==> config.mk <==
export PLATFORM = sky130hd
export DESIGN_NAME = qc_stream_controller_flat
export DESIGN_NICKNAME = d
export VERILOG_FILES = /design/src/rtl/qc_pkg.sv /design/src/rtl/qc_stream_controller_if.sv /design/src/rtl/qc_stream_controller_mac.sv /design/src/rtl/qc_stream_controller.sv /design/src/flat_wrapper.sv
export SDC_FILE = /design/constraint.sdc
export NUM_CORES = 2
export LEC_CHECK = 0
export ABC_CLOCK_PERIOD_IN_PS = 15500
export CORE_MARGIN = 8
export CORE_UTILIZATION = 57
export DETAILED_ROUTE_END_ITERATION = 7
export HOLD_SLACK_MARGIN = 0.15
export PLACE_DENSITY = 0.82
export REMOVE_ABC_BUFFERS = 1
export SYNTH_ARGS = -nofsm -noshare
export SYNTH_HDL_FRONTEND = slang
export SYNTH_SLANG_ARGS = --single-unit
==> constraint.sdc <==
create_clock -name clk -period 15.5 [get_ports clk]
set_clock_uncertainty 0.2 [all_clocks]
set_input_delay 4.65 -clock clk [delete_from_list [all_inputs] [get_ports clk]]
set_output_delay 4.65 -clock clk [all_outputs]
set_load 0.02 [all_outputs]
==> src/rtl/qc_pkg.sv <==
// Shared types for the quantum-state stream controller: complex sample type,
// FSM state encodings and host command codes.
package qc_pkg;

  localparam int QC_W = 8;

  typedef struct packed {
    logic signed [QC_W-1:0] re;
    logic signed [QC_W-1:0] im;
  } complex_t;

  typedef enum logic [2:0] {
    ST_IDLE       = 3'd0,
    ST_LOAD_STATE = 3'd1,
    ST_LOAD_GATE  = 3'd2,
    ST_APPLY      = 3'd3,
    ST_SEND       = 3'd4
  } state_e;

  typedef enum logic [1:0] {
    CMD_LOAD_STATE = 2'b00,
    CMD_LOAD_GATE  = 2'b01,
    CMD_SEND       = 2'b10,
    CMD_CLEAR      = 2'b11
  } cmd_e;

endpackage

==> src/rtl/qc_stream_controller_if.sv <==
// Host-side word streams: command/component input and result output,
// both with valid/ready handshakes.
interface qc_stream_controller_if #(parameter int W = 8);
  logic [W-1:0] in_data;
  logic         in_valid;
  logic         in_ready;
  logic [W-1:0] out_data;
  logic         out_valid;
  logic         out_ready;

  modport master (output in_data, in_valid, out_ready,
                  input  in_ready, out_data, out_valid);
  modport slave  (input  in_data, in_valid, out_ready,
                  output in_ready, out_data, out_valid);
endinterface

==> src/rtl/qc_stream_controller_mac.sv <==
// Complex multiply-accumulate for one gate row: acc += g * s, with the
// scaled and saturated view of the running sum available combinationally.
module complex_mac
  import qc_pkg::*;
#(
  parameter int W    = 8,
  parameter int N    = 2,
  parameter int FRAC = W - 2
) (
  input  logic                clk,
  input  logic                reset,
  input  logic                en,
  input  logic                last,
  input  logic signed [W-1:0] g_re,
  input  logic signed [W-1:0] g_im,
  input  logic signed [W-1:0] s_re,
  input  logic signed [W-1:0] s_im,
  output logic signed [W-1:0] res_re,
  output logic signed [W-1:0] res_im,
  output logic                res_sat
);

  localparam int AW = 2 * W + N + 1;
  localparam logic signed [AW-1:0] MAXV = AW'((64'sd1 <<< (W - 1)) - 64'sd1);
  localparam logic signed [AW-1:0] MINV = -MAXV - AW'(1);

  // Fixed-point rescale: arithmetic shift truncates toward minus infinity.
  function automatic logic signed [AW-1:0] scale(input logic signed [AW-1:0] v);
    return v >>> FRAC;
  endfunction

  function automatic logic signed [W-1:0] clamp(input logic signed [AW-1:0] v);
    if (v > MAXV)      return MAXV[W-1:0];
    else if (v < MINV) return MINV[W-1:0];
    else               return v[W-1:0];
  endfunction

  function automatic logic clipped(input logic signed [AW-1:0] v);
    return (v > MAXV) || (v < MINV);
  endfunction

  logic signed [2*W-1:0] p_rr_p0, p_ii_p0, p_ri_p0, p_ir_p0;
  logic signed [AW-1:0]  sum_re_p0, sum_im_p0, sh_re_p0, sh_im_p0;
  logic signed [AW-1:0]  acc_re_p1, acc_im_p1;

  // Stage p0: products and running sum including this cycle's term
  always_comb begin
    p_rr_p0   = g_re * s_re;
    p_ii_p0   = g_im * s_im;
    p_ri_p0   = g_re * s_im;
    p_ir_p0   = g_im * s_re;
    sum_re_p0 = acc_re_p1 + AW'(p_rr_p0) - AW'(p_ii_p0);
    sum_im_p0 = acc_im_p1 + AW'(p_ri_p0) + AW'(p_ir_p0);
    sh_re_p0  = scale(sum_re_p0);
    sh_im_p0  = scale(sum_im_p0);
    res_re    = clamp(sh_re_p0);
    res_im    = clamp(sh_im_p0);
    res_sat   = clipped(sh_re_p0) || clipped(sh_im_p0);
  end

  // Stage p1: accumulator, restarted after the last column of each row
  always_ff @(posedge clk) begin
    if (reset) begin
      acc_re_p1 <= '0;
      acc_im_p1 <= '0;
    end else if (en) begin
      acc_re_p1 <= last ? '0 : sum_re_p0;
      acc_im_p1 <= last ? '0 : sum_im_p0;
    end
  end

endmodule

==> src/rtl/qc_stream_controller.sv <==
// Streaming quantum-state controller: loads an N-qubit state vector and
// DIM x DIM gate matrices from a host word stream, applies gates by serial
// complex MAC, and streams the state back on request.
module qc_stream_controller
  import qc_pkg::*;
#(
  parameter int N    = 2,
  parameter int W    = 8,
  parameter int FRAC = W - 2
) (
  input  logic                  clk,
  input  logic                  reset,
  qc_stream_controller_if.slave bus,
  output logic                  busy,
  output logic [2:0]            phase,
  output logic [7:0]            gate_count,
  output logic                  sat
);

  localparam int DIM = 1 << N;
  localparam int GN  = DIM * DIM;
  localparam int CW  = 2 * N + 2;
  localparam logic [CW-1:0] STATE_LAST = CW'(2 * DIM - 1);
  localparam logic [CW-1:0] GATE_LAST  = CW'(2 * GN - 1);
  localparam logic [CW-1:0] APPLY_LAST = CW'(GN);
  localparam logic signed [W-1:0] ONE  = W'(1 << FRAC);

  state_e state, state_next;
  logic [CW-1:0] cnt, cnt_next;

  logic signed [W-1:0] s_re [DIM];
  logic signed [W-1:0] s_im [DIM];
  logic signed [W-1:0] g_re [GN];
  logic signed [W-1:0] g_im [GN];
  logic signed [W-1:0] x_re [DIM];
  logic signed [W-1:0] x_im [DIM];

  logic in_ready, in_fire, out_valid;
  logic [W-1:0] out_data;
  logic do_clear, state_done, apply_done, mac_en, mac_last;
  logic [N-1:0] mac_row, mac_col;
  logic signed [W-1:0] res_re, res_im;
  logic res_sat;

  assign mac_row       = cnt[2*N-1:N];
  assign mac_col       = cnt[N-1:0];
  assign in_fire       = in_ready && bus.in_valid;
  assign bus.in_ready  = in_ready;
  assign bus.out_valid = out_valid;
  assign bus.out_data  = out_data;
  assign phase         = state;

  // FSM state and word/step counter
  always_ff @(posedge clk) begin
    if (reset) begin
      state <= ST_IDLE;
      cnt   <= '0;
    end else begin
      state <= state_next;
      cnt   <= cnt_next;
    end
  end

  // Next state, handshake outputs and datapath strobes
  always_comb begin
    state_next = state;
    cnt_next   = cnt;
    in_ready   = 1'b0;
    out_valid  = 1'b0;
    out_data   = '0;
    busy       = 1'b0;
    do_clear   = 1'b0;
    state_done = 1'b0;
    apply_done = 1'b0;
    mac_en     = 1'b0;
    mac_last   = 1'b0;
    case (state)
      ST_IDLE: begin
        in_ready = 1'b1;
        if (bus.in_valid) begin
          cnt_next = '0;
          case (cmd_e'(bus.in_data[1:0]))
            CMD_LOAD_STATE: state_next = ST_LOAD_STATE;
            CMD_LOAD_GATE:  state_next = ST_LOAD_GATE;
            CMD_SEND:       state_next = ST_SEND;
            default:        do_clear   = 1'b1;
          endcase
        end
      end
      ST_LOAD_STATE: begin
        in_ready = 1'b1;
        if (bus.in_valid) begin
          if (cnt == STATE_LAST) begin
            state_next = ST_IDLE;
            cnt_next   = '0;
            state_done = 1'b1;
          end else begin
            cnt_next = cnt + CW'(1);
          end
        end
      end
      ST_LOAD_GATE: begin
        in_ready = 1'b1;
        if (bus.in_valid) begin
          if (cnt == GATE_LAST) begin
            state_next = ST_APPLY;
            cnt_next   = '0;
          end else begin
            cnt_next = cnt + CW'(1);
          end
        end
      end
      ST_APPLY: begin
        busy = 1'b1;
        if (cnt == APPLY_LAST) begin
          apply_done = 1'b1;
          state_next = ST_IDLE;
          cnt_next   = '0;
        end else begin
          mac_en   = 1'b1;
          mac_last = (mac_col == N'(DIM - 1));
          cnt_next = cnt + CW'(1);
        end
      end
      ST_SEND: begin
        out_valid = 1'b1;
        out_data  = cnt[0] ? s_im[cnt[N:1]] : s_re[cnt[N:1]];
        if (bus.out_ready) begin
          if (cnt == STATE_LAST) begin
            state_next = ST_IDLE;
            cnt_next   = '0;
          end else begin
            cnt_next = cnt + CW'(1);
          end
        end
      end
      default: state_next = ST_IDLE;
    endcase
  end

  // State, gate and next-state storage plus status flags
  always_ff @(posedge clk) begin
    if (reset) begin
      for (int i = 0; i < DIM; i++) begin
        s_re[i] <= (i == 0) ? ONE : '0;
        s_im[i] <= '0;
        x_re[i] <= '0;
        x_im[i] <= '0;
      end
      for (int i = 0; i < GN; i++) begin
        g_re[i] <= '0;
        g_im[i] <= '0;
      end
      gate_count <= '0;
      sat        <= 1'b0;
    end else begin
      if (do_clear) begin
        for (int i = 0; i < DIM; i++) begin
          s_re[i] <= (i == 0) ? ONE : '0;
          s_im[i] <= '0;
        end
        gate_count <= '0;
        sat        <= 1'b0;
      end
      if (state == ST_LOAD_STATE && in_fire) begin
        if (cnt[0]) s_im[cnt[N:1]] <= bus.in_data;
        else        s_re[cnt[N:1]] <= bus.in_data;
      end
      if (state_done) begin
        gate_count <= '0;
        sat        <= 1'b0;
      end
      if (state == ST_LOAD_GATE && in_fire) begin
        if (cnt[0]) g_im[cnt[2*N:1]] <= bus.in_data;
        else        g_re[cnt[2*N:1]] <= bus.in_data;
      end
      if (mac_en && mac_last) begin
        x_re[mac_row] <= res_re;
        x_im[mac_row] <= res_im;
        if (res_sat) sat <= 1'b1;
      end
      if (apply_done) begin
        for (int i = 0; i < DIM; i++) begin
          s_re[i] <= x_re[i];
          s_im[i] <= x_im[i];
        end
        gate_count <= gate_count + 8'd1;
      end
    end
  end

  complex_mac #(.W(W), .N(N), .FRAC(FRAC)) u_mac (
    .clk     (clk),
    .reset   (reset),
    .en      (mac_en),
    .last    (mac_last),
    .g_re    (g_re[cnt[2*N-1:0]]),
    .g_im    (g_im[cnt[2*N-1:0]]),
    .s_re    (s_re[mac_col]),
    .s_im    (s_im[mac_col]),
    .res_re  (res_re),
    .res_im  (res_im),
    .res_sat (res_sat)
  );

endmodule

==> src/flat_wrapper.sv <==
// flat-port wrapper written by rule: the top's interface ports become plain ports
module qc_stream_controller_flat import qc_pkg::*;
#(
  parameter int N    = 2,
  parameter int W    = 8,
  parameter int FRAC = W - 2
)
  (clk, reset, busy, phase, gate_count, sat, bus_in_data, bus_in_valid, bus_out_ready, bus_in_ready, bus_out_data, bus_out_valid);
  qc_stream_controller_if #(.W(W)) bus_i ();
  input  logic clk;
  input  logic reset;
  output logic busy;
  output logic [2:0] phase;
  output logic [7:0] gate_count;
  output logic sat;
  input wire logic [$bits(bus_i.in_data)-1:0] bus_in_data;
  input wire logic [$bits(bus_i.in_valid)-1:0] bus_in_valid;
  input wire logic [$bits(bus_i.out_ready)-1:0] bus_out_ready;
  output wire logic [$bits(bus_i.in_ready)-1:0] bus_in_ready;
  output wire logic [$bits(bus_i.out_data)-1:0] bus_out_data;
  output wire logic [$bits(bus_i.out_valid)-1:0] bus_out_valid;
  assign bus_i.in_data = bus_in_data;
  assign bus_i.in_valid = bus_in_valid;
  assign bus_i.out_ready = bus_out_ready;
  assign bus_in_ready = bus_i.in_ready;
  assign bus_out_data = bus_i.out_data;
  assign bus_out_valid = bus_i.out_valid;
  qc_stream_controller #(.N(N), .W(W), .FRAC(FRAC)) u_core (.clk(clk), .reset(reset), .bus(bus_i), .busy(busy), .phase(phase), .gate_count(gate_count), .sat(sat));
endmodule
==> results list <==
- Post-detailed-routing wire length: 84,330 um
- Total Die Area: 66,580 sq um
* Worst path buffer plus inverter count: 6
- Total negative slack for setup checks: 0 ns
- Slowest stage cell, crit path: dfxtp_4
- The most used flip-flop cell after synthesis is edfxtp_1.
- Count of different cell masters after synthesis: 64
* CTS Root Cell: clkbuf_16
- Summing the areas of all xor and xnor instances in the mapped netlist gives 1.341% of the synthesized area.
* Die Span X: 258.0 um
- In the synthesized netlist the async set-or-reset flop fraction comes to 0%.
- The first global-routing pass estimated 133,300 um of wire.
* Pin count of the biggest net entering global routing: 77
- For this run, the post-layout net count is 3,454.
- Total count of hold-check failures in the final report: 0
- Total gr overflow: 0
- Category of cells accounting for the largest share of critical-path delay: adder cells
- The cell that appears most often on the critical path is fa_1.
* Port Buffer Count: 34
* Area growth, synth to finish: 6.996%
- Multiplexer share of the synthesized area: 7.550%
- A synthesized cell averages 11.19 sq um.
- Global routing consumed, over all layers together, 25.53% of the routing resources.
- For met2 alone, demand over resource in global routing was 42.81%.
- Vert. Die Dim: 258.0 um
- Finish-stage setup viols: 0
* Yosys warning total: 0
- The initial utilization of the core area, before any placement, comes to 57.76%.
- The clock passes through at most 3 buffers.
- CORE AREA: 57,810 sq um
- For met3 alone, demand over resource in global routing was 4.418%.
- Most utilized layer in the global route result: met2
* Number of pins with negative max-slew slack in the final report: 0
- Across the run, the number of max-cap violations was 0.
- For this run, design rule violations remaining after detail routing come to 0.
- Simple logic cell fraction of the synthesized area: 13.15%
* Critical path launch point type: flop
- Arrival @ worst endpoint: 10.54 ns
- In this run the tightest slew margin relative to its limit is 8.648%.
* Endpoint required time on the critical path: 15.71 ns
* Class of the most critical setup path: reg2reg
- Ranked by total cell area, the synthesized netlist is headed by edfxtp_1 (35%), fa_1 (21%), mux4_2 (6.4%).
- Setup repair after global routing missed its margin: no
- Number of antenna repair diodes: 0
* Slew @ Worst Pin: 1.356 ns
* Share of Yosys cell area claimed by the top area cell type: 34.53%
- Residual antenna-violating net count after detailed routing: 0
* Crit Path Max Fanout: 57
* Number of synthesized register bits: 444
- The clock drives 444 sinks.
- The worst setup path is captured at a flop.
- The number of global-route vias before repair is 24,217.
* Cts bufs inserted: 46
- Setup bufs post-CTS: 0
* Slowest Stage Delay on Critical Path: 1.07 ns
- F_max: 96.74 MHz
- Main combinational cell family by area after synthesis: adder cells
* H-tree depth reported by CTS: 2
- Clock-pin slew was measured on the worst setup and hold paths at 0.06 ns.
* Result of the run: complete, no violations
- Initial antenna violation count: 0
* HPWL after detailed placement: 61,460 um
* Average wire per cell in the routed design: 22.52 um
- First-iteration detailed-routing DRC count: 2,279
* Boundary Pins: 35
- Worst-skew pair later-pin latency: 0.59 ns
- Number of enable flip-flop cells after synthesis: 384
- Summing every instance area after synthesis gives 33,390 sq um.
* Met1 Usage GRT: 32.25%
- Sequential fraction of the synthesis area: 38.13%
- The congestion estimate from routability-driven global placement came to 0.9570.
- Gate Count Post-Synth: 2,985
- Hold Crit Class: reg2reg
* Post-layout minimum cycle time: 10.34 ns
- TritonCTS built the clock tree.
- Area fraction in compound gates after synthesis: 5.861%
* Detailed-routing iteration count for the pre-antenna-repair pass: 8
- In the finished design, the share of the clock period the worst path needs comes to 66.69%.
- Share of final-layout standard cells stronger than drive strength 1: 8.862%
* Synth Area in Adders: 26.45%
* Row Count: 88
- The number of hold buffers added after CTS was 0.
- Of all cell types, the one taking the most synthesized area is edfxtp_1.
- In this run, post-CTS repair resized a total of 0 instances.
- In the routed layout, each cell is associated on average with a via count of 6.052.
- Vias post-DR: 22,657
Yosys cell counts, types with 3 or more instances:
cell / number
inv_1: 504
o21bai_1: 3
dfxtp_1: 60
mux4_2: 95
or3_1: 9
o211ai_1: 6
a21oi_1: 82
buf_1: 14
or2_2: 39
nor3_1: 79
and2_1: 223
a21o_1: 7
o21ai_0: 54
ha_1: 154
nand2_1: 192
fa_1: 345
xnor2_1: 42
a2111oi_0: 3
nand2b_1: 15
nor2b_1: 23
clkinv_1: 3
nand4_1: 7
nor3b_1: 9
and3_1: 4
edfxtp_1: 384
o22ai_1: 4
nand3_1: 15
a21oi_2: 8
mux2i_1: 19
o21ai_1: 13
nor4_1: 4
o21a_1: 21
nand3b_1: 5
xor2_1: 6
a22oi_1: 24
a22o_1: 45
mux2_2: 17
clkbuf_1: 123
nor2_1: 274
a211oi_1: 8
buf_2: 16
final timing paths:
path	from	end	slack, ns	depth (start not counted)
hold / removal	u_core.u_mac.acc_re_p1[16]$_SDFFE_PP0P_	u_core.u_mac.acc_re_p1[16]$_SDFFE_PP0P_	0.29	2
setup / recovery	flop	u_core.x_re[3][3]$_DFFE_PP_	5.16	25
setup reg to reg	flop	u_core.x_re[3][3]$_DFFE_PP_	5.16	25
hold reg to reg	u_core.u_mac.acc_re_p1[16]$_SDFFE_PP0P_	u_core.u_mac.acc_re_p1[16]$_SDFFE_PP0P_	0.29	2
worst register-to-register path: cells and delay by family, from the launching register on:
| kind | cells | cell delay [ns] |
|---|---|---|
| muxes | 2 | 0.76 |
| adders and majority gates | 7 | 3.44 |
| DFF | 1 | 1.07 |
| buffers and inverters | 6 | 1.13 |
| AOI/OAI and AO/OA | 6 | 2.83 |
| and+or+nand+nor | 4 | 0.73 |
through the flow:
stage | area, sq um | hold WS, ns | utilization (%) | setup slack (ns) | cells
2_1_floorplan | 32790 | 0.2570 | - | 4.315 | 2831
5_1_grt | 35730 | 0.3292 | 61.81 | 4.615 | 3744
3_3_place_gp | 34320 | 0.2708 | 59.37 | 5.566 | 3660
4_1_cts | 35730 | 0.2960 | 61.81 | 5.249 | 3744
3_5_place_dp | 34320 | 0.2841 | 59.37 | 5.319 | 3660
6_report | 35730 | 0.2930 | 61.81 | 5.163 | 3744
layout by cell type (no fill, tap or decap), types with 16 or more instances in the layout:
cell             instances
clkdlybuf4s50_1         33
mux4_2                  95
buf_4                   31
or2_2                   39
o21ai_0                 51
nand2_1                191
o21ai_1                 16
inv_1                  504
a22oi_1                 24
xnor2_1                 42
nor3_1                  79
o21a_1                  21
mux2_2                  17
nor2b_1                 23
clkbuf_16               47
and2_1                 223
dfxtp_1                 57
fa_1                   345
nor2_1                 272
a22o_1                  45
mux2i_1                 19
ha_1                   154
a21oi_1                 82
edfxtp_1               384
logic make-up (layout without fill, tap and decap cells):
family | after synthesis | count (layout)
xor gates and xnor gates | 49 | 49
and+or+nand+nor | 903 | 903
muxes | 131 | 131
buffers and inverters | 661 | 655
AOI/OAI and AO/OA | 298 | 298
adders and majority gates | 499 | 499
DFF | 444 | 444
state kept, by name, indices dropped and copies added (netlist names), named ones only:
name / count
u_core.x_im: 32
u_core.cnt: 6
u_core.x_re: 32
u_core.u_mac.acc_re_p1: 19
u_core.sat: 1
u_core.s_re: 32
u_core.g_im: 128
u_core.s_im: 32
u_core.gate_count: 8
u_core.phase: 3
u_core.u_mac.acc_im_p1: 19
u_core.g_re: 128
area by class of cell:
class                           count  area [sq um]
Sequential cell                   444         12740
Clock inverter                     24         160.2
Inverter                          507          1903
Clock buffer                       60          1245
Fill cell                        4261         22080
Tap cell                          765         957.2
Multi-Input combinational cell   1880         18160
Timing Repair Buffer               64         563.0
routing by layer:
metal / up-vias / wire length, um
met5: - / 0
met4: 0 / 4400
met3: 306 / 8034
met2: 1283 / 40830
met1: 11343 / 31060
li1: 9725 / -
Power is left out: the tool's default activity adds up to more than one toggle a clock period on the data nets, which glitch-free logic cannot reach.
